$ cat src/rtl/bin_bcd_display_if.sv
// Request/result bundle for the binary-to-BCD seven-segment converter.
// The requester drives the master side, the converter sits on the slave side.
interface bin_bcd_display_if #(
  parameter int WIDTH  = 6,
  parameter int DIGITS = 2
);
  logic                start;
  logic [WIDTH-1:0]    value;
  logic                blank_lz;
  logic                busy;
  logic                done;
  logic                overflow;
  logic [7*DIGITS-1:0] hex;

  modport master (output start, value, blank_lz, input busy, done, overflow, hex);
  modport slave  (input start, value, blank_lz, output busy, done, overflow, hex);
endinterface

$ cat src/rtl/bin_bcd_display.sv
// Sequential double-dabble converter from an unsigned binary value to
// active-low seven-segment digits, with overflow dashes and zero blanking.
module bin_bcd_display #(
  parameter int WIDTH  = 6,
  parameter int DIGITS = 2
) (
  input logic               clock,
  input logic               reset,
  bin_bcd_display_if.slave  bus
);
  localparam int BW = 4 * DIGITS;
  localparam int CW = $clog2(WIDTH + 1);

  typedef enum logic [1:0] {IDLE, SHIFT, DONE} state_t;

  state_t              state_q;
  logic [BW-1:0]       bcd_q, bcd_d;
  logic [WIDTH-1:0]    opnd_q, opnd_d;
  logic [CW-1:0]       cnt_q;
  logic                ovf_q, ovf_d;
  logic                blank_q;
  logic                busy_q, done_q, overflow_q;
  logic [7*DIGITS-1:0] hex_q, hex_d;
  logic [BW:0]         adj;
  logic                nz_seen;

  function automatic logic [6:0] seg(input logic [3:0] d);
    case (d)
      4'd0:    seg = 7'b1000000;
      4'd1:    seg = 7'b1111001;
      4'd2:    seg = 7'b0100100;
      4'd3:    seg = 7'b0110000;
      4'd4:    seg = 7'b0011001;
      4'd5:    seg = 7'b0010010;
      4'd6:    seg = 7'b0000010;
      4'd7:    seg = 7'b1111000;
      4'd8:    seg = 7'b0000000;
      4'd9:    seg = 7'b0010000;
      default: seg = 7'b1111111;
    endcase
  endfunction

  // One dabble step; the extra top bit of adj catches a carry out of the
  // accumulator, and adj[BW-1] is the bit about to be shifted out.
  always_comb begin
    adj = {1'b0, bcd_q};
    for (int i = 0; i < DIGITS; i++) begin
      if (bcd_q[4*i +: 4] >= 4'd5) adj = adj + ((BW+1)'(3) << (4*i));
    end
    bcd_d  = {adj[BW-2:0], opnd_q[WIDTH-1]};
    opnd_d = opnd_q << 1;
    ovf_d  = ovf_q | adj[BW] | adj[BW-1];
  end

  always_comb begin
    hex_d   = '1;
    nz_seen = 1'b0;
    for (int i = DIGITS - 1; i >= 0; i--) begin
      if (bcd_q[4*i +: 4] != 4'd0) nz_seen = 1'b1;
      if (ovf_q)                            hex_d[7*i +: 7] = 7'b0111111;
      else if (blank_q && !nz_seen && i != 0) hex_d[7*i +: 7] = 7'b1111111;
      else                                   hex_d[7*i +: 7] = seg(bcd_q[4*i +: 4]);
    end
  end

  // SHIFT spends WIDTH cycles dabbling and one more cycle publishing the result.
  always_ff @(posedge clock) begin
    if (reset) begin
      state_q    <= IDLE;
      bcd_q      <= '0;
      opnd_q     <= '0;
      cnt_q      <= '0;
      ovf_q      <= 1'b0;
      blank_q    <= 1'b0;
      busy_q     <= 1'b0;
      done_q     <= 1'b0;
      overflow_q <= 1'b0;
      hex_q      <= '1;
    end else begin
      done_q <= 1'b0;
      case (state_q)
        IDLE, DONE: begin
          if (bus.start) begin
            bcd_q   <= '0;
            opnd_q  <= bus.value;
            blank_q <= bus.blank_lz;
            ovf_q   <= 1'b0;
            cnt_q   <= CW'(WIDTH);
            busy_q  <= 1'b1;
            state_q <= SHIFT;
          end else begin
            state_q <= IDLE;
          end
        end
        SHIFT: begin
          if (cnt_q != '0) begin
            bcd_q  <= bcd_d;
            opnd_q <= opnd_d;
            ovf_q  <= ovf_d;
            cnt_q  <= cnt_q - CW'(1);
          end else begin
            hex_q      <= hex_d;
            overflow_q <= ovf_q;
            done_q     <= 1'b1;
            busy_q     <= 1'b0;
            state_q    <= DONE;
          end
        end
        default: state_q <= IDLE;
      endcase
    end
  end

  assign bus.busy     = busy_q;
  assign bus.done     = done_q;
  assign bus.overflow = overflow_q;
  assign bus.hex      = hex_q;
endmodule

$ cat src/flat_wrapper.sv
// flat-port wrapper written by rule: the top's interface ports become plain ports
module bin_bcd_display_flat 
#(
  parameter int WIDTH  = 6,
  parameter int DIGITS = 2
)
  (clock, reset, bus_start, bus_value, bus_blank_lz, bus_busy, bus_done, bus_overflow, bus_hex);
  bin_bcd_display_if #(.WIDTH(WIDTH), .DIGITS(DIGITS)) bus_i ();
  input logic clock;
  input logic reset;
  input wire logic [$bits(bus_i.start)-1:0] bus_start;
  input wire logic [$bits(bus_i.value)-1:0] bus_value;
  input wire logic [$bits(bus_i.blank_lz)-1:0] bus_blank_lz;
  output wire logic [$bits(bus_i.busy)-1:0] bus_busy;
  output wire logic [$bits(bus_i.done)-1:0] bus_done;
  output wire logic [$bits(bus_i.overflow)-1:0] bus_overflow;
  output wire logic [$bits(bus_i.hex)-1:0] bus_hex;
  assign bus_i.start = bus_start;
  assign bus_i.value = bus_value;
  assign bus_i.blank_lz = bus_blank_lz;
  assign bus_busy = bus_i.busy;
  assign bus_done = bus_i.done;
  assign bus_overflow = bus_i.overflow;
  assign bus_hex = bus_i.hex;
  bin_bcd_display #(.WIDTH(WIDTH), .DIGITS(DIGITS)) u_core (.clock(clock), .reset(reset), .bus(bus_i));
endmodule
$ cat config.mk
export PLATFORM = sky130hd
export DESIGN_NAME = bin_bcd_display_flat
export DESIGN_NICKNAME = d
export VERILOG_FILES = /design/src/rtl/bin_bcd_display_if.sv /design/src/rtl/bin_bcd_display.sv /design/src/flat_wrapper.sv
export SDC_FILE = /design/constraint.sdc
export NUM_CORES = 1
export LEC_CHECK = 0
export ABC_AREA = 1
export BUFFER_PORTS_ARGS = -buffer_cell sky130_fd_sc_hd__buf_2
export CAP_MARGIN = 5
export CORE_ASPECT_RATIO = 1.4
export CORE_MARGIN = 5
export CORE_UTILIZATION = 48
export DETAILED_ROUTE_END_ITERATION = 7
export HOLD_SLACK_MARGIN = 0.05
export PLACE_DENSITY = 0.67
export SLEW_MARGIN = 10
export SYNTH_ARGS = -nofsm -noshare
export SYNTH_HDL_FRONTEND = slang
export SYNTH_SLANG_ARGS = --single-unit
$ cat constraint.sdc
create_clock -name clock -period 4.4 [get_ports clock]
set_clock_uncertainty 0.1 [all_clocks]
set_input_delay 0.44 -clock clock [delete_from_list [all_inputs] [get_ports clock]]
set_output_delay 0.44 -clock clock [all_outputs]
set_load 0.01 [all_outputs]
==> metrics, run 1 <==
root buf cell=clkbuf_8; post-synthesis register bit count=52; Max Freq=~370 MHz; # clock sinks=52; # setup viols final=0; Net Sw Frac=0.238; CP startpoint kind=flip-flop; Critical Path Sink Type=flip-flop; met2 WL post-DR=2670 microns; CTS Hold Bufs=0; DRT met1 WL=2240 microns; Core ar.=5120 sq um; RSZ-0062 raised after global routing=false; clock slew at reported path FFs=100 ps; area leader, netlist=dfxtp_1; largest cells by area after synthesis=dfxtp_1 41%, nand2_1 13%, ha_1 7.5%, nand3_1 6.8%, inv_1 6.1%; setup tns final=0 ps; post-detailed-route count of antenna-violating nets=0; drt via density=4.90; max_slew headroom=0.493; Initial Util=0.490; largest family of logic cells by synthesized area=simple AND/OR/NAND/NOR gates; Initial DRT Pass Iterations=4; WL final=5200 microns; Fillers=between 500 and 600; highest metal used=met4; die area=6800 sq um; CP Max Fanout=14; Nets=a little under 400; max cap viols=0; Worst Tran Pin Value=~760 ps; CTS H-tree depth=2; largest net degree at the start of global routing=28; fraction of layout cells with a size suffix above 1=0.176; Sequential Power Share=0.510; Slew Limit Fails=0; post-synthesis mux area share=0.00399; syn_area_per_cell=7.45 sq um; gpl congestion=around 0.87; Ant. Diodes=0; mapped cell area=2510 sq um; Pleak=approximately 1.4 nW; final worst-path cycle share=0.606; status=finished clean; total number of vias=2102; PwrDens=354 nW/um^2; logic gate share of total power=0.110; initial antenna violation count=0; Adder-Cell Fraction of Synth Area=0.0748; metal3 WL=185 microns; Hold Path Class=in -> reg; Gate Count Post-Synth=337; CP Class=reg -> reg; Critical Path AT=2750 ps; first-pass GRT wire length=between 8000 and 9000 microns; placed cells=about 420; WP data required=approximately 4500 ps; TritonCTS clock tree=done; clock tree buffer depth=2; register area share after synthesis=0.415; minimum clock period=between 2000 and 3000 ps; Power Total=0.000997 W; chip width=71.1 microns; XOR/XNOR Fraction of Synth Area=0.00349; row cnt=31; Synth Net Count=362; compound-gate portion of the synthesized area=0.104; routed length per placed instance=roughly 12 microns; Final Hold Viols=0; dpl hpwl=3930 microns; clock share of power=0.381; GRT Total Usage=0.163; CTS Buf Count=5; top cell type's share of synthesized area=0.415; Layout Cells excl Fill=429; number of distinct library cells after synthesis=31; chip height=95.6 microns; gr ovfl total=0; vias in the first global route=1973; iteration-0 DRC count of the detailed router=62; WHS=about 250 ps; simple-gate share of the synthesized area=0.312; internal power=approximately 0.00076 W; Finished Core Util=0.550; post-CTS setup buffers=0; Yosys warnings=0; clk_lat worst skew=just over 300 ps; worst vdd ir=about 0.15 mV; Syn-to-layout area delta=12.2%; Post-CTS Resized=0; Net Sw Power=0.000238 W; Reg area=1040 sq um; port bufs=26; Ports=27; drt drc=0; multi-input logic area=1250 sq um
-- cell usage in the layout, fill, tap and decap left out, types with 2 or more instances in the layout --
master and count:
nand2_1 89, dfxtp_1 52, inv_1 41, nand3_1 34, buf_2 26, o21ai_0 25, nor2_1 16, ha_1 15
nand2_2 11, o22ai_1 10, inv_2 6, nand4_1 6, clkbuf_8 5, nor2_4 3, nand2_4 3, o22ai_2 2
nor2_2 2, a21oi_1 2, nor3_1 2, bufinv_16 2
-- metrics by stage --
stage,cell area (sq um),setup slack [ps]
3_3_place_gp,2690,1880
2_1_floorplan,2510,2300
3_5_place_dp,2690,1750
5_1_grt,2820,1350
4_1_cts,2820,1730
6_report,2820,1730
-- cells in the mapped netlist --
| cell | number |
|---|---|
| clkbuf_1 | 4 |
| and2_1 | 1 |
| o21ai_0 | 25 |
| nor3_1 | 2 |
| nand3_1 | 34 |
| nor2_1 | 16 |
| buf_6 | 1 |
| ha_1 | 15 |
| a221o_1 | 1 |
| o21ai_1 | 1 |
| buf_2 | 2 |
| mux2i_1 | 1 |
| nand2_4 | 3 |
| nand3_2 | 1 |
| a21oi_1 | 2 |
| o22ai_1 | 10 |
| o21ai_2 | 1 |
| inv_4 | 1 |
| a31oi_1 | 1 |
| nand2_1 | 89 |
| or2_2 | 1 |
| nand2_2 | 11 |
| dfxtp_1 | 52 |
| xor2_1 | 1 |
| o22ai_2 | 2 |
| nand4_1 | 6 |
| nor2_4 | 3 |
| inv_2 | 6 |
| nor2_2 | 2 |
| inv_1 | 41 |
| o211ai_1 | 1 |
-- per-layer routing --
layer	GRT usage	vias up
li1	-	1130
met2	0.293	35
met1	0.186	927
met3	0.0359	10
met4	0.0674	0
met5	0	-
-- path summary, 6_finish.rpt --
kind	start	cells after the start	to	slack (ps)
setup / recovery	u_core.cnt_q[0]	11	u_core.bus.hex[8]	1730
hold / removal	bus_blank_lz	3	u_core.blank_q	250
setup reg to reg	u_core.cnt_q[0]	11	u_core.bus.hex[8]	1730
hold reg to reg	u_core.bus.hex[1]	2	u_core.bus.hex[1]	360
-- power groups by stage --
stage / Clock (W) / Sequential (W) / Combinational (W)
floorplan: 0 / 0.000525 / 0.0000700
global placement: 0 / 0.000519 / 0.000109
detailed placement: 0 / 0.000520 / 0.000111
CTS: 0.000386 / 0.000509 / 0.000111
global route: 0.000405 / 0.000512 / 0.000124
finish: 0.000380 / 0.000508 / 0.000109
-- logic make-up (layout without fill, tap and decap cells) --
| logic type | Yosys count | in the layout |
|---|---|---|
| AOI/OAI and AO/OA | 44 | 44 |
| adders and majority gates | 15 | 15 |
| and+or+nand+nor | 169 | 169 |
| buffers and inverters | 55 | 81 |
| DFF | 52 | 52 |
| muxes | 1 | 1 |
| xor gates and xnor gates | 1 | 1 |
-- worst max-delay path, cell delays in order, from the launching register on --
cell,delay [ps]
dfxtp_1,310
inv_1,100
ha_1,160
inv_1,40
nor2_1,160
nor2_4,90
nor2_1,590
inv_1,360
nor2_2,240
nand2_1,170
o22ai_1,160
nand2_1,70
-- layout make-up --
cell class                 count  area share
multi-input combinational    230       0.444
clock buffer                   5      0.0244
inverter                      48      0.0649
clock inverter                 2      0.0213
timing repair buffer          26      0.0462
sequential                    52       0.370
tap                           66      0.0293
(Power assumes the default switching activity.)
==> run 2: changes to the inputs <==
ABC_AREA = 0   (was 1)
PLACE_DENSITY = 0.7   (was 0.67)
clock period = 2.3 ns   (was 4.4 ns; I/O delays follow)
==> run 2 against run 1 <==
- sequential power up 91%
- clock-buffer cell count did not move
- synthesized cell count shrank 16%
- core utilization grew 5.1 points
- critical path depth is 2 lower
- clock power grew 42%
- largest cell class unchanged
==> metrics, run 2 <==
status=finished clean; Synth Net Count=307; root buf cell=clkbuf_8; Most used DFF post-synth=dfxtp_1; Nets=~350; WL final=5560 microns; ys async rst share=0; clock slew at reported path FFs=100 ps; # setup viols final=0; syn_area_per_cell=around 9 sq um; max cap viols=0; drt drc=0; Slew Limit Fails=0; Finished Core Util=0.601; Syn-to-layout area delta=22.1%; final worst-path cycle share=1.00; number of distinct library cells after synthesis=54; CP Max Fanout=5; register area share after synthesis=0.407; CTS H-tree depth=2; iteration-0 DRC count of the detailed router=100; clock tree buffer depth=2; top cell type's share of synthesized area=0.407; Hold Path Class=in -> reg; total number of vias=between 2k and 2.5k; PwrDens=~560 nW/um^2; minimum clock period=~2300 ps; max_slew headroom=0.398; Gate Count Post-Synth=282; row cnt=31; first-pass GRT wire length=about 9000 microns; chip width=71.7 microns; die area=a little under 7000 sq um; Fillers=470; post-detailed-route count of antenna-violating nets=0; Ports=27; GRT Total Usage=0.166; CP startpoint kind=flip-flop; Initial Util=0.492; Critical Path AT=2390 ps; Initial DRT Pass Iterations=4; highest-count cells in the layout ignoring fill and taps=48 x dfxtp_1, 30 x buf_4, 26 x buf_2; top cell types by occurrence after synthesis=52 x dfxtp_1, 23 x nand2_1, 22 x a21oi_1, 22 x nor2_1; port bufs=26; # clock sinks=between 50 and 60; Core ar.=5200 sq um; WP data required=2390 ps; Max Freq=435 MHz; initial antenna violation count=0; Pleak=1.34 nW; drt via density=approximately 5.4; final setup margin=between 0.6 and 0.7 ps; routed length per placed instance=14.0 microns; largest cells by area after synthesis=dfxtp_1 41%, ha_1 7.3%, a21oi_1 4.3%, nand2_1 3.4%, nor2_1 3.2%; Yosys warnings=0; CTS Buf Count=5; clk_lat worst skew=300 ps; most common cell after layout, fill and taps aside=dfxtp_1; Final Hold Viols=0; dpl hpwl=4090 microns; Critical Path Sink Type=flip-flop; mapped cell area=2560 sq um; number of synthesized flops with an enable pin=0; worst vdd ir=between 0.2 and 0.3 mV; largest net degree at the start of global routing=34; chip height=between 90 and 100 microns; CP Class=reg -> reg; area leader, netlist=dfxtp_1; fraction of layout cells with a size suffix above 1=0.309; vias in the first global route=2012; RSZ-0062 raised after global routing=true; pre-CTS WS=1.07 ps; most frequent cell after synthesis=dfxtp_1; gr ovfl total=0; post-synthesis register bit count=52; Worst Tran Pin Value=900 ps; Ant. Diodes=0; TritonCTS clock tree=done; gpl congestion=0.859
[run 2: cell count changes after synthesis, sizes merged, moves of 9 or more]
cell    before  now
nor3         2   11
nand3       35    2
nand2b       0   11
nand2      103   23
a21oi        2   23
o21ai       27    9
inv         48   17
[run 2: worst max-delay path, stage by stage, from the launching register on]
cell and delay [ps]:
dfxtp_4 350, buf_4 130, o2111a_2 320, xnor2_4 160
ha_2 200, a21oi_2 120, xnor3_1 270, o2bb2a_4 240
nor3_4 210, a21oi_1 80
[run 2: report_power, final]
part / switching [W] / internal, W / total [W]
Clock: 0.000319 / 0.000222 / 0.000541
Sequential: 0.0000239 / 0.000948 / 0.000972
Combinational: 0.000137 / 0.000104 / 0.000242
Total: 0.000480 / 0.00127 / 0.00175
[run 2: repair_timing]
item | in CTS | in global routing
hold buffers | 0 | 1
pin swaps | 0 | 7
setup endpoints to repair | 6 | 13
hold endpoints to repair | 0 | 1
gates resized for setup | 2 | 21
setup buffers | 1 | 3
[run 2: kinds of logic after synthesis]
logic type,after synthesis,synth area share
simple gates,85,0.172
fa+ha+maj,15,0.0733
compound gates,81,0.226
flops,52,0.407
xor+xnor,9,0.0391
mux,6,0.0235
buf+inv,34,0.0592
[run 2: path summary, 6_finish.rpt]
path	startpoint	to	slack (ps)	cells past startpoint
setup reg to reg	u_core.bcd_q[0]	flip-flop	0.7	9
hold reg to reg	flip-flop	u_core.bus.hex[7]	350	2
setup / recovery	u_core.bcd_q[0]	flip-flop	0.7	9
hold / removal	bus_blank_lz	u_core.blank_q	70	3
[run 2: final cells by class]
type | count | area [sq um] | share of cell area
well taps | 66 | 82.6 | 0.0264
inverters | 17 | 63.8 | 0.0204
clock buffers | 5 | 68.8 | 0.0220
flip-flops and latches | 52 | 1050 | 0.336
clock inverters | 3 | 26.3 | 0.00841
repair buffers | 57 | 365 | 0.117
multi-input cells | 196 | 1470 | 0.470
[run 2: stage by stage]
stage          hold slack (ps)  power, W  cells  instance area, sq um  setup TNS [ps]
3_3_place_gp               327   0.00123    383                  2890               0
6_report                  68.1   0.00175    396                  3120               0
3_5_place_dp               334   0.00123    383                  2890               0
2_1_floorplan              266   0.00114    282                  2570               0
4_1_cts                   54.1   0.00177    392                  3000               0
5_1_grt                   84.8   0.00185    396                  3120            -646
[run 2: layer usage]
layer | part of all wire | up-vias | GRT usage
met5 | 0 | - | 0
met4 | 0.018 | 0 | 0.0815
met3 | 0.021 | 6 | 0.0248
met2 | 0.53 | 27 | 0.301
met1 | 0.43 | 1010 | 0.189
li1 | - | 1085 | -
